$ cat src/rtl/block_renderer.sv
// Block renderer: turns block-position updates and game-status changes into
// one-pixel-per-clock writes (full-screen fill, block erase, block draw).
module block_renderer #(
  parameter int         BLOCK_W      = 20,
  parameter int         BLOCK_H      = 4,
  parameter int         SCREEN_W     = 160,
  parameter int         SCREEN_H     = 120,
  parameter logic [2:0] BLOCK_COLOUR = 3'b011
) (
  input  logic       clk,
  input  logic       reset,
  input  logic       sync,
  input  logic [7:0] x,
  input  logic [6:0] y,
  input  logic [1:0] game_status,
  output logic [7:0] vga_x,
  output logic [6:0] vga_y,
  output logic [2:0] vga_colour,
  output logic       vga_plot,
  output logic       busy,
  output logic       missed_sync
);

  typedef enum logic [1:0] {S_IDLE, S_FILL, S_ERASE, S_DRAW} state_t;

  state_t     state_reg, state_next;
  logic [8:0] col_reg, row_reg;
  logic [7:0] lx_reg, last_x_reg;
  logic [6:0] ly_reg, last_y_reg;
  logic       last_valid_reg;
  logic [1:0] prev_status_reg;
  logic       pending_fill_reg;
  logic [2:0] pending_colour_reg, fill_colour_reg;
  logic [7:0] vga_x_reg;
  logic [6:0] vga_y_reg;
  logic [2:0] vga_colour_reg;
  logic       vga_plot_reg, busy_reg, missed_sync_reg;

  logic       status_chg, sync_ok, last_pixel, in_bounds;
  logic [8:0] span_w, span_h, org_x, org_y, px, py;
  logic [2:0] pix_colour, status_colour;

  // Scan geometry and colour of the operation in progress
  always_comb begin
    status_chg = (game_status != prev_status_reg);
    sync_ok    = sync && (state_reg == S_IDLE) && !pending_fill_reg &&
                 (game_status == 2'd1) && !status_chg;
    span_w     = 9'(BLOCK_W);
    span_h     = 9'(BLOCK_H);
    org_x      = 9'd0;
    org_y      = 9'd0;
    pix_colour = 3'b000;
    case (state_reg)
      S_FILL: begin
        span_w     = 9'(SCREEN_W);
        span_h     = 9'(SCREEN_H);
        pix_colour = fill_colour_reg;
      end
      S_ERASE: begin
        org_x = {1'b0, last_x_reg};
        org_y = {2'b00, last_y_reg};
      end
      S_DRAW: begin
        org_x      = {1'b0, lx_reg};
        org_y      = {2'b00, ly_reg};
        pix_colour = BLOCK_COLOUR;
      end
      default: ;
    endcase
    last_pixel = (col_reg == span_w - 9'd1) && (row_reg == span_h - 9'd1);
    px         = org_x + col_reg;
    py         = org_y + row_reg;
    in_bounds  = (px < 9'(SCREEN_W)) && (py < 9'(SCREEN_H));
  end

  always_comb begin
    case (game_status)
      2'd2:    status_colour = 3'b010;
      2'd3:    status_colour = 3'b100;
      default: status_colour = 3'b000;
    endcase
  end

  always_comb begin
    state_next = state_reg;
    case (state_reg)
      S_IDLE: begin
        if (pending_fill_reg)
          state_next = S_FILL;
        else if (sync_ok)
          state_next = (last_valid_reg && last_y_reg == y && last_x_reg != x) ? S_ERASE : S_DRAW;
      end
      S_FILL:  if (last_pixel) state_next = S_IDLE;
      S_ERASE: if (last_pixel) state_next = S_DRAW;
      S_DRAW:  if (last_pixel) state_next = S_IDLE;
      default: state_next = S_IDLE;
    endcase
  end

  always_ff @(posedge clk) begin
    if (reset) state_reg <= S_IDLE;
    else       state_reg <= state_next;
  end

  // Counters restart on every state change so each scan begins at its origin
  always_ff @(posedge clk) begin
    if (reset || state_next != state_reg) begin
      col_reg <= 9'd0;
      row_reg <= 9'd0;
    end else if (state_reg != S_IDLE) begin
      if (col_reg == span_w - 9'd1) begin
        col_reg <= 9'd0;
        row_reg <= row_reg + 9'd1;
      end else begin
        col_reg <= col_reg + 9'd1;
      end
    end
  end

  always_ff @(posedge clk) begin
    if (reset) begin
      lx_reg             <= 8'd0;
      ly_reg             <= 7'd0;
      last_x_reg         <= 8'd0;
      last_y_reg         <= 7'd0;
      last_valid_reg     <= 1'b0;
      prev_status_reg    <= 2'd0;
      pending_fill_reg   <= 1'b1;
      pending_colour_reg <= 3'b000;
      fill_colour_reg    <= 3'b000;
      missed_sync_reg    <= 1'b0;
    end else begin
      prev_status_reg <= game_status;
      // A fresh status change wins over the fill being launched this cycle
      if (status_chg) begin
        pending_fill_reg   <= 1'b1;
        pending_colour_reg <= status_colour;
      end else if (state_reg == S_IDLE && pending_fill_reg) begin
        pending_fill_reg <= 1'b0;
      end
      if (state_reg == S_IDLE && pending_fill_reg)
        fill_colour_reg <= pending_colour_reg;
      if (sync && !sync_ok)
        missed_sync_reg <= 1'b1;
      if (sync_ok) begin
        lx_reg <= x;
        ly_reg <= y;
      end
      if (state_reg == S_FILL && last_pixel)
        last_valid_reg <= 1'b0;
      if (state_reg == S_DRAW && last_pixel) begin
        last_x_reg     <= lx_reg;
        last_y_reg     <= ly_reg;
        last_valid_reg <= 1'b1;
      end
    end
  end

  always_ff @(posedge clk) begin
    if (reset) begin
      vga_x_reg      <= 8'd0;
      vga_y_reg      <= 7'd0;
      vga_colour_reg <= 3'b000;
      vga_plot_reg   <= 1'b0;
      busy_reg       <= 1'b0;
    end else begin
      vga_x_reg      <= px[7:0];
      vga_y_reg      <= py[6:0];
      vga_colour_reg <= pix_colour;
      vga_plot_reg   <= (state_reg != S_IDLE) && in_bounds;
      busy_reg       <= (state_reg != S_IDLE);
    end
  end

  assign vga_x       = vga_x_reg;
  assign vga_y       = vga_y_reg;
  assign vga_colour  = vga_colour_reg;
  assign vga_plot    = vga_plot_reg;
  assign busy        = busy_reg;
  assign missed_sync = missed_sync_reg;

endmodule

$ cat config.mk
export PLATFORM = sky130hd
export DESIGN_NAME = block_renderer
export DESIGN_NICKNAME = d
export VERILOG_FILES = /design/src/rtl/block_renderer.sv
export SDC_FILE = /design/constraint.sdc
export NUM_CORES = 1
export LEC_CHECK = 0
export CAP_MARGIN = 20
export CORE_ASPECT_RATIO = 2
export CORE_MARGIN = 2
export CORE_UTILIZATION = 57
export DETAILED_ROUTE_END_ITERATION = 12
export PLACE_DENSITY = 0.8
export SLEW_MARGIN = 5
export SYNTH_ARGS = -nofsm -noshare
export SYNTH_HDL_FRONTEND = slang
export SYNTH_SLANG_ARGS = --single-unit
$ cat constraint.sdc
create_clock -name clk -period 4.7 [get_ports clk]
set_input_delay 0.705 -clock clk [delete_from_list [all_inputs] [get_ports clk]]
set_output_delay 0.705 -clock clk [all_outputs]
set_load 0.02 [all_outputs]
==> run_results.csv, run 1 <==
group,metric,value,unit
timing,finalSetupTns,0,ns
floorplanning,die_h,123.4,um
global_route,grt-ovfl-total,0,
floorplanning,core,6940,um^2
final_layout,drive_above_1_share,0.05649,
route,drcViolationCount,0,
synth,synth_most_common_cell,"dfxtp_1",
clock_network,hold_buffers,0,
route,vias,3255,
placed_design,post_dp_cell_area,4483,um^2
placed_design,dp_hpwl,6448,um
synth,syn_area_per_cell,9.273,um^2
timing,post-route-min-period,2.998,ns
clock_network,ctsResizeCount,0,
synth,async_reset_ff_frac,0,
placed_design,dpl.cell_count,553,
synth,synth_edf_count,0,
final_layout,nets,513,
clock_network,htree_levels,3,
status,outcome,"finished clean",
synth,ys.flop_type,"dfxtp_1",
clock_network,path_clk_slew,0.06,ns
timing,finalCritPeriodShare,0.6379,
timing,worst_pin_slew,0.7040,ns
floorplanning,die_area,7857,um^2
timing,setup_ws,1.702,ns
critical_path,end_kind,"register",
clock_network,cts_buffers,9,
floorplanning,fp.dieW,63.69,um
route,wl_per_cell,15.43,um
critical_path,path_class,"reg2reg",
floorplanning,io_pins,41,
final_layout,antennaDiodeCount,0,
timing,hold_viol,0,
synth,syn_nets,477,
synth,ys_seq_elements,79,
final_layout,final_area,4805,um^2
synth,yosys.area.top_type,"dfxtp_1",
global_route,grt_pass1_wl,14780,um
global_route,grt_antenna_before_repair,0,
global_route,grt_pass1_vias,3186,
placed_design,portBuffers,40,
critical_path,crit_arrival,3.28,ns
synth,netlist_top_cells_area,"dfxtp_1 (39%), mux2i_1 (8.1%), xnor2_1 (6.0%)",
critical_path,worstPathMaxFanout,25,
clock_network,cts_root_buffer,"clkbuf_16",
clock_network,cts_tree,"done",
final_layout,final_cells,568,
synth,synth.distinct_cells,62,
clock_network,numClockSinks,79,
route,routed_via_density,5.731,
timing,rsz0062_at_grt,"no",
synth,yosys_warnings,0,
pwr,p_per_area,315.0,nW/um^2
timing,timing.fmax,0.3335,GHz
timing,drv_slew,0,
timing,finalSetupViolCount,0,
flow_run,cap_viol_max_count,0,
placed_design,gp_congestion,0.8456,
route,drtPass1Iterations,4,
pwr,p_leak,1.829,nW
placed_design,pre_cts_ws,1.693,ns
route,drtAntennaViolNets,0,
synth,ys_seq_area_frac,0.3894,
pwr,vdd_ir_drop_max,238.0,uV
critical_path,worstSetupStartpointType,"register",
floorplanning,row_count,43,
timing,slew_headroom,0.5300,
global_route,grt_max_degree,32,
route,drtIter0Drc,164,
critical_path,required,4.98,ns
timing,fin_skew,0.005556,ns
final_layout,area_growth,18.30,%
hold_path,hold_path_class,"reg2reg",
synth,syn_inst,438,
route,wl,8766,um
synth,yosysTopAreaCellShare,0.3894,
floorplanning,initial_core_util,0.5852,
clock_network,cts_setup_buffers,0,
clock_network,clock_latency,0.34,ns
synth,syn_area,4061,um^2
synth,netlist_top_cells_count,"dfxtp_1 (79), nor2_1 (64), mux2i_1 (33), xnor2_1 (28), nor2b_1 (24)",
global_route,track_usage,0.2442,
clock_network,cts_buffer_depth,2,
through the flow:
stage	power [mW]	hold slack, ns	util
after floorplan	0.7432	0.4318	-
after global placement	0.7767	0.4434	0.6459
after detailed placement	0.7786	0.4590	0.6459
after CTS	1.521	0.4669	0.6923
after global routing	1.562	0.4861	0.6923
final	1.513	0.4651	0.6923
cell type report:
cell class / instances / area (um^2)
Multi-Input combinational cell: 330 / 2325
Fill cell: 540 / 2136
Sequential cell: 79 / 1582
Timing Repair Buffer: 43 / 422.9
Clock buffer: 10 / 239.0
Tap cell: 90 / 112.6
Clock inverter: 5 / 82.58
Inverter: 11 / 41.29
worst max-delay path: stages, from the launching register on:
cell and delay [ns]:
dfxtp_1 0.77, nor2b_1 0.23, ha_1 0.18, inv_1 0.06, fa_1 0.37, nor2b_1 0.22
o31a_1 0.19, o21ai_0 0.15, mux2i_1 0.17, a2111oi_0 0.37, o2111a_1 0.23
cells by family after synthesis:
logic type,share of synthesized area
flip-flops,0.3894
adder cells (fa/ha/maj),0.06223
AND/OR/NAND/NOR,0.2129
XOR/XNOR,0.09057
multiplexers,0.08410
AO/OA/AOI/OAI,0.1226
buffers and inverters,0.03820
final timing paths:
| path | from | endpoint | slack, ns | cells after the start |
|---|---|---|---|---|
| setup / recovery | state_reg[1]$_SDFF_PP0_ | vga_plot$_SDFF_PP0_ | 1.70 | 10 |
| hold / removal | fill_colour_reg[2]$_SDFFE_PP0P_ | fill_colour_reg[2]$_SDFFE_PP0P_ | 0.47 | 2 |
| setup reg to reg | state_reg[1]$_SDFF_PP0_ | vga_plot$_SDFF_PP0_ | 1.70 | 10 |
| hold reg to reg | fill_colour_reg[2]$_SDFFE_PP0P_ | fill_colour_reg[2]$_SDFFE_PP0P_ | 0.47 | 2 |
layer usage:
layer	share of wire	global-route usage	routed length [um]
met5	0	0	0
met4	0.034	0.1209	300
met3	0.032	0.05187	280
met2	0.53	0.4434	4641
met1	0.40	0.2640	3544
cells in the final DEF (no fill, tap or decap), types with 3 or more instances in the layout:
master            n
dfxtp_1          79
nor2_1           64
clkdlybuf4s50_1  40
mux2i_1          33
xnor2_1          28
nor2b_1          24
nand2_1          22
ha_1             17
a21oi_1          15
a22o_1           15
xor2_1           14
inv_1            11
o21ai_0          11
nand4_1          11
nor3_1            9
and3_1            9
clkbuf_16         9
nand3_1           3
a211oi_1          3
o21a_1            3
nand2b_1          3
buf_4             3
power breakdown:
group          total, mW  internal, mW  switching [mW]
sequential         0.682         0.676         0.00540
clock              0.750         0.477           0.273
combinational     0.0819        0.0384          0.0434
total               1.51          1.19           0.322
(Power assumes the default switching activity.)
==> run 2: changes to the inputs <==
--- a/config.mk
+++ b/config.mk
@@ -8,9 +8,9 @@
 export CAP_MARGIN = 20
 export CORE_ASPECT_RATIO = 2
 export CORE_MARGIN = 2
-export CORE_UTILIZATION = 57
+export CORE_UTILIZATION = 51
 export DETAILED_ROUTE_END_ITERATION = 12
-export PLACE_DENSITY = 0.8
+export PLACE_DENSITY = 0.76
 export SLEW_MARGIN = 5
 export SYNTH_ARGS = -nofsm -noshare
 export SYNTH_HDL_FRONTEND = slang
==> constraint.sdc (replaced) <==
create_clock -name clk -period 2.6 [get_ports clk]
set_input_delay 0.39 -clock clk [delete_from_list [all_inputs] [get_ports clk]]
set_output_delay 0.39 -clock clk [all_outputs]
set_load 0.02 [all_outputs]
==> run 2 against run 1 <==
Final area increased by 2.1%. Clock power increased by 56%. Register-to-register slack got worse by 1.6 ns. Critical endpoint unchanged.
==> run_results.csv, run 2 (same netlist as run 1, synthesis figures left out) <==
group,metric,value,unit
timing,fin_skew,0.003545,ns
floorplanning,row_count,46,
timing,post-route-min-period,2.520,ns
final_layout,final_common_cell,"dfxtp_1",
placed_design,dp_hpwl,6350,um
floorplanning,io_pins,41,
critical_path,worstReg2RegStart,"state_reg[0]$_SDFF_PP0_",
clock_network,cts_buffers,9,
route,drtPass1Iterations,4,
route,routed_via_density,5.434,
critical_path,crit_end,"vga_plot$_SDFF_PP0_",
clock_network,htree_levels,3,
critical_path,worstPathMaxFanout,5,
pwr,p_leak,1.896,nW
timing,finalCritPeriodShare,0.9692,
floorplanning,initial_core_util,0.5189,
timing,slew_headroom,0.6696,
critical_path,startpoint,"state_reg[0]$_SDFF_PP0_",
critical_path,cpMaxStageDelayCell,"dfxtp_2",
critical_path,reg2reg_depth,10,
critical_path,slowest_delay,0.39,ns
critical_path,required,2.88,ns
placed_design,pre_cts_ws,-0.03491,ns
global_route,grt_pass1_wl,13920,um
critical_path,end_kind,"register",
timing,hold_viol,0,
global_route,grt_antenna_before_repair,0,
floorplanning,core,7828,um^2
hold_path,hold_path_class,"in2reg",
final_layout,drive_above_1_share,0.09677,
route,wl,8453,um
final_layout,final_area,4907,um^2
final_layout,nets,530,
pwr,p_total,2.562,mW
route,drtAntennaViolNets,0,
timing,worst_pin_slew,0.4935,ns
global_route,track_usage,0.2103,
placed_design,gp_congestion,0.8253,
floorplanning,die_h,130.2,um
clock_network,cts_tree,"done",
critical_path,critical_path.top_delay_family,"compound AO/OA/AOI/OAI gates",
final_layout,regArea,1583,um^2
global_route,grt-ovfl-total,0,
global_route,grt_max_degree,36,
final_layout,area_growth,20.83,%
route,vias,3217,
critical_path,cp_cell_sequence,"mux2_2 > nand2_1 > inv_1 > ha_1 > a21o_1 > a221o_1 > mux2i_1 > o311a_1 > a2111oi_1 > o2111a_1",
floorplanning,fp.dieW,67.10,um
route,wl_per_cell,14.28,um
global_route,grtUsageMet2,0.3605,
placed_design,portBuffers,40,
clock_network,path_clk_slew,0.06,ns
critical_path,path_buf_inv,1,
critical_path,cp_num_cells,10,
clock_network,cts_buffer_depth,2,
critical_path,worstSetupStartpointType,"register",
final_layout,final_cells,592,
flow_run,cap_viol_max_count,0,
critical_path,crit_arrival,2.80,ns
timing,setup_ws,0.08013,ns
critical_path,rrSetupSlack,0.08,ns
placed_design,dpl.cell_count,576,
global_route,grt_use_met3,0.03448,
final_layout,filler_cell_count,725,
pwr,vdd_ir_drop_max,388.3,uV
final_layout,antennaDiodeCount,0,
global_route,busiest_layer,"met2",
pwr,p_per_area,522.0,nW/um^2
global_route,grt_pass1_vias,3054,
clock_network,numClockSinks,79,
timing,rsz0062_at_grt,"yes",
clock_network,cts_root_buffer,"clkbuf_16",
status,outcome,"finished clean",
timing,hold_ws,0.4177,ns
global_route,grt_util_met1,0.2465,
timing,finalSetupViolCount,0,
timing,drv_slew,0,
route,drcViolationCount,0,
placed_design,post_dp_cell_area,4613,um^2
clock_network,clock_latency,0.34,ns
critical_path,r2r-end,"vga_plot$_SDFF_PP0_",
floorplanning,die_area,8736,um^2
final_layout,utilization,0.6269,
clock_network,cts_setup_buffers,0,
final_layout,final_cell_mix,"dfxtp_1 (78), nor2_1 (64), clkdlybuf4s50_1 (39), mux2i_1 (33), xnor2_1 (28)",
timing,timing.fmax,0.3968,GHz
final_layout,multi_input_area,2336,um^2
route,drtIter0Drc,121,
timing,finalSetupTns,0,ns
critical_path,path_class,"reg2reg",
## run 2: worst min path at each step
stage,from,endpoint,slack [ns],depth (start not counted)
after CTS,reset,vga_x[5]$_SDFF_PP0_,0.41,2
after detailed placement,fill_colour_reg[2]$_SDFFE_PP0P_,fill_colour_reg[2]$_SDFFE_PP0P_,0.44,2
after global placement,fill_colour_reg[2]$_SDFFE_PP0P_,fill_colour_reg[2]$_SDFFE_PP0P_,0.44,2
after global routing,reset,vga_x[5]$_SDFF_PP0_,0.42,2
after floorplan,fill_colour_reg[2]$_SDFFE_PP0P_,fill_colour_reg[2]$_SDFFE_PP0P_,0.43,2
final,reset,vga_x[4]$_SDFF_PP0_,0.42,2
## run 2: layer usage
metal | up-vias | part of all wire
met5 | - | 0
met4 | 0 | 0.028
met3 | 18 | 0.028
met2 | 63 | 0.51
met1 | 1493 | 0.43
li1 | 1643 | -
## run 2: where the power goes
part           total, mW  switching [mW]  internal (mW)
Combinational      0.154          0.0778         0.0766
Clock               1.17           0.479          0.695
Sequential          1.23          0.0100           1.22
Total               2.56           0.567           1.99
## run 2: final cells by class
class                           count  share of cell area
Timing Repair Buffer               60              0.1119
Multi-Input combinational cell    330              0.4760
Inverter                           11            0.008414
Clock buffer                       13             0.05303
Tap cell                           96             0.02448
Sequential cell                    79              0.3225
Clock inverter                      3            0.003570
## run 2: repair_timing
action / 4_1_cts / 5_1_grt
endpoints found under the setup margin: 1 / 17
pin swaps: 0 / 0
gates resized for setup: 4 / 3
hold buffers: 0 / 0
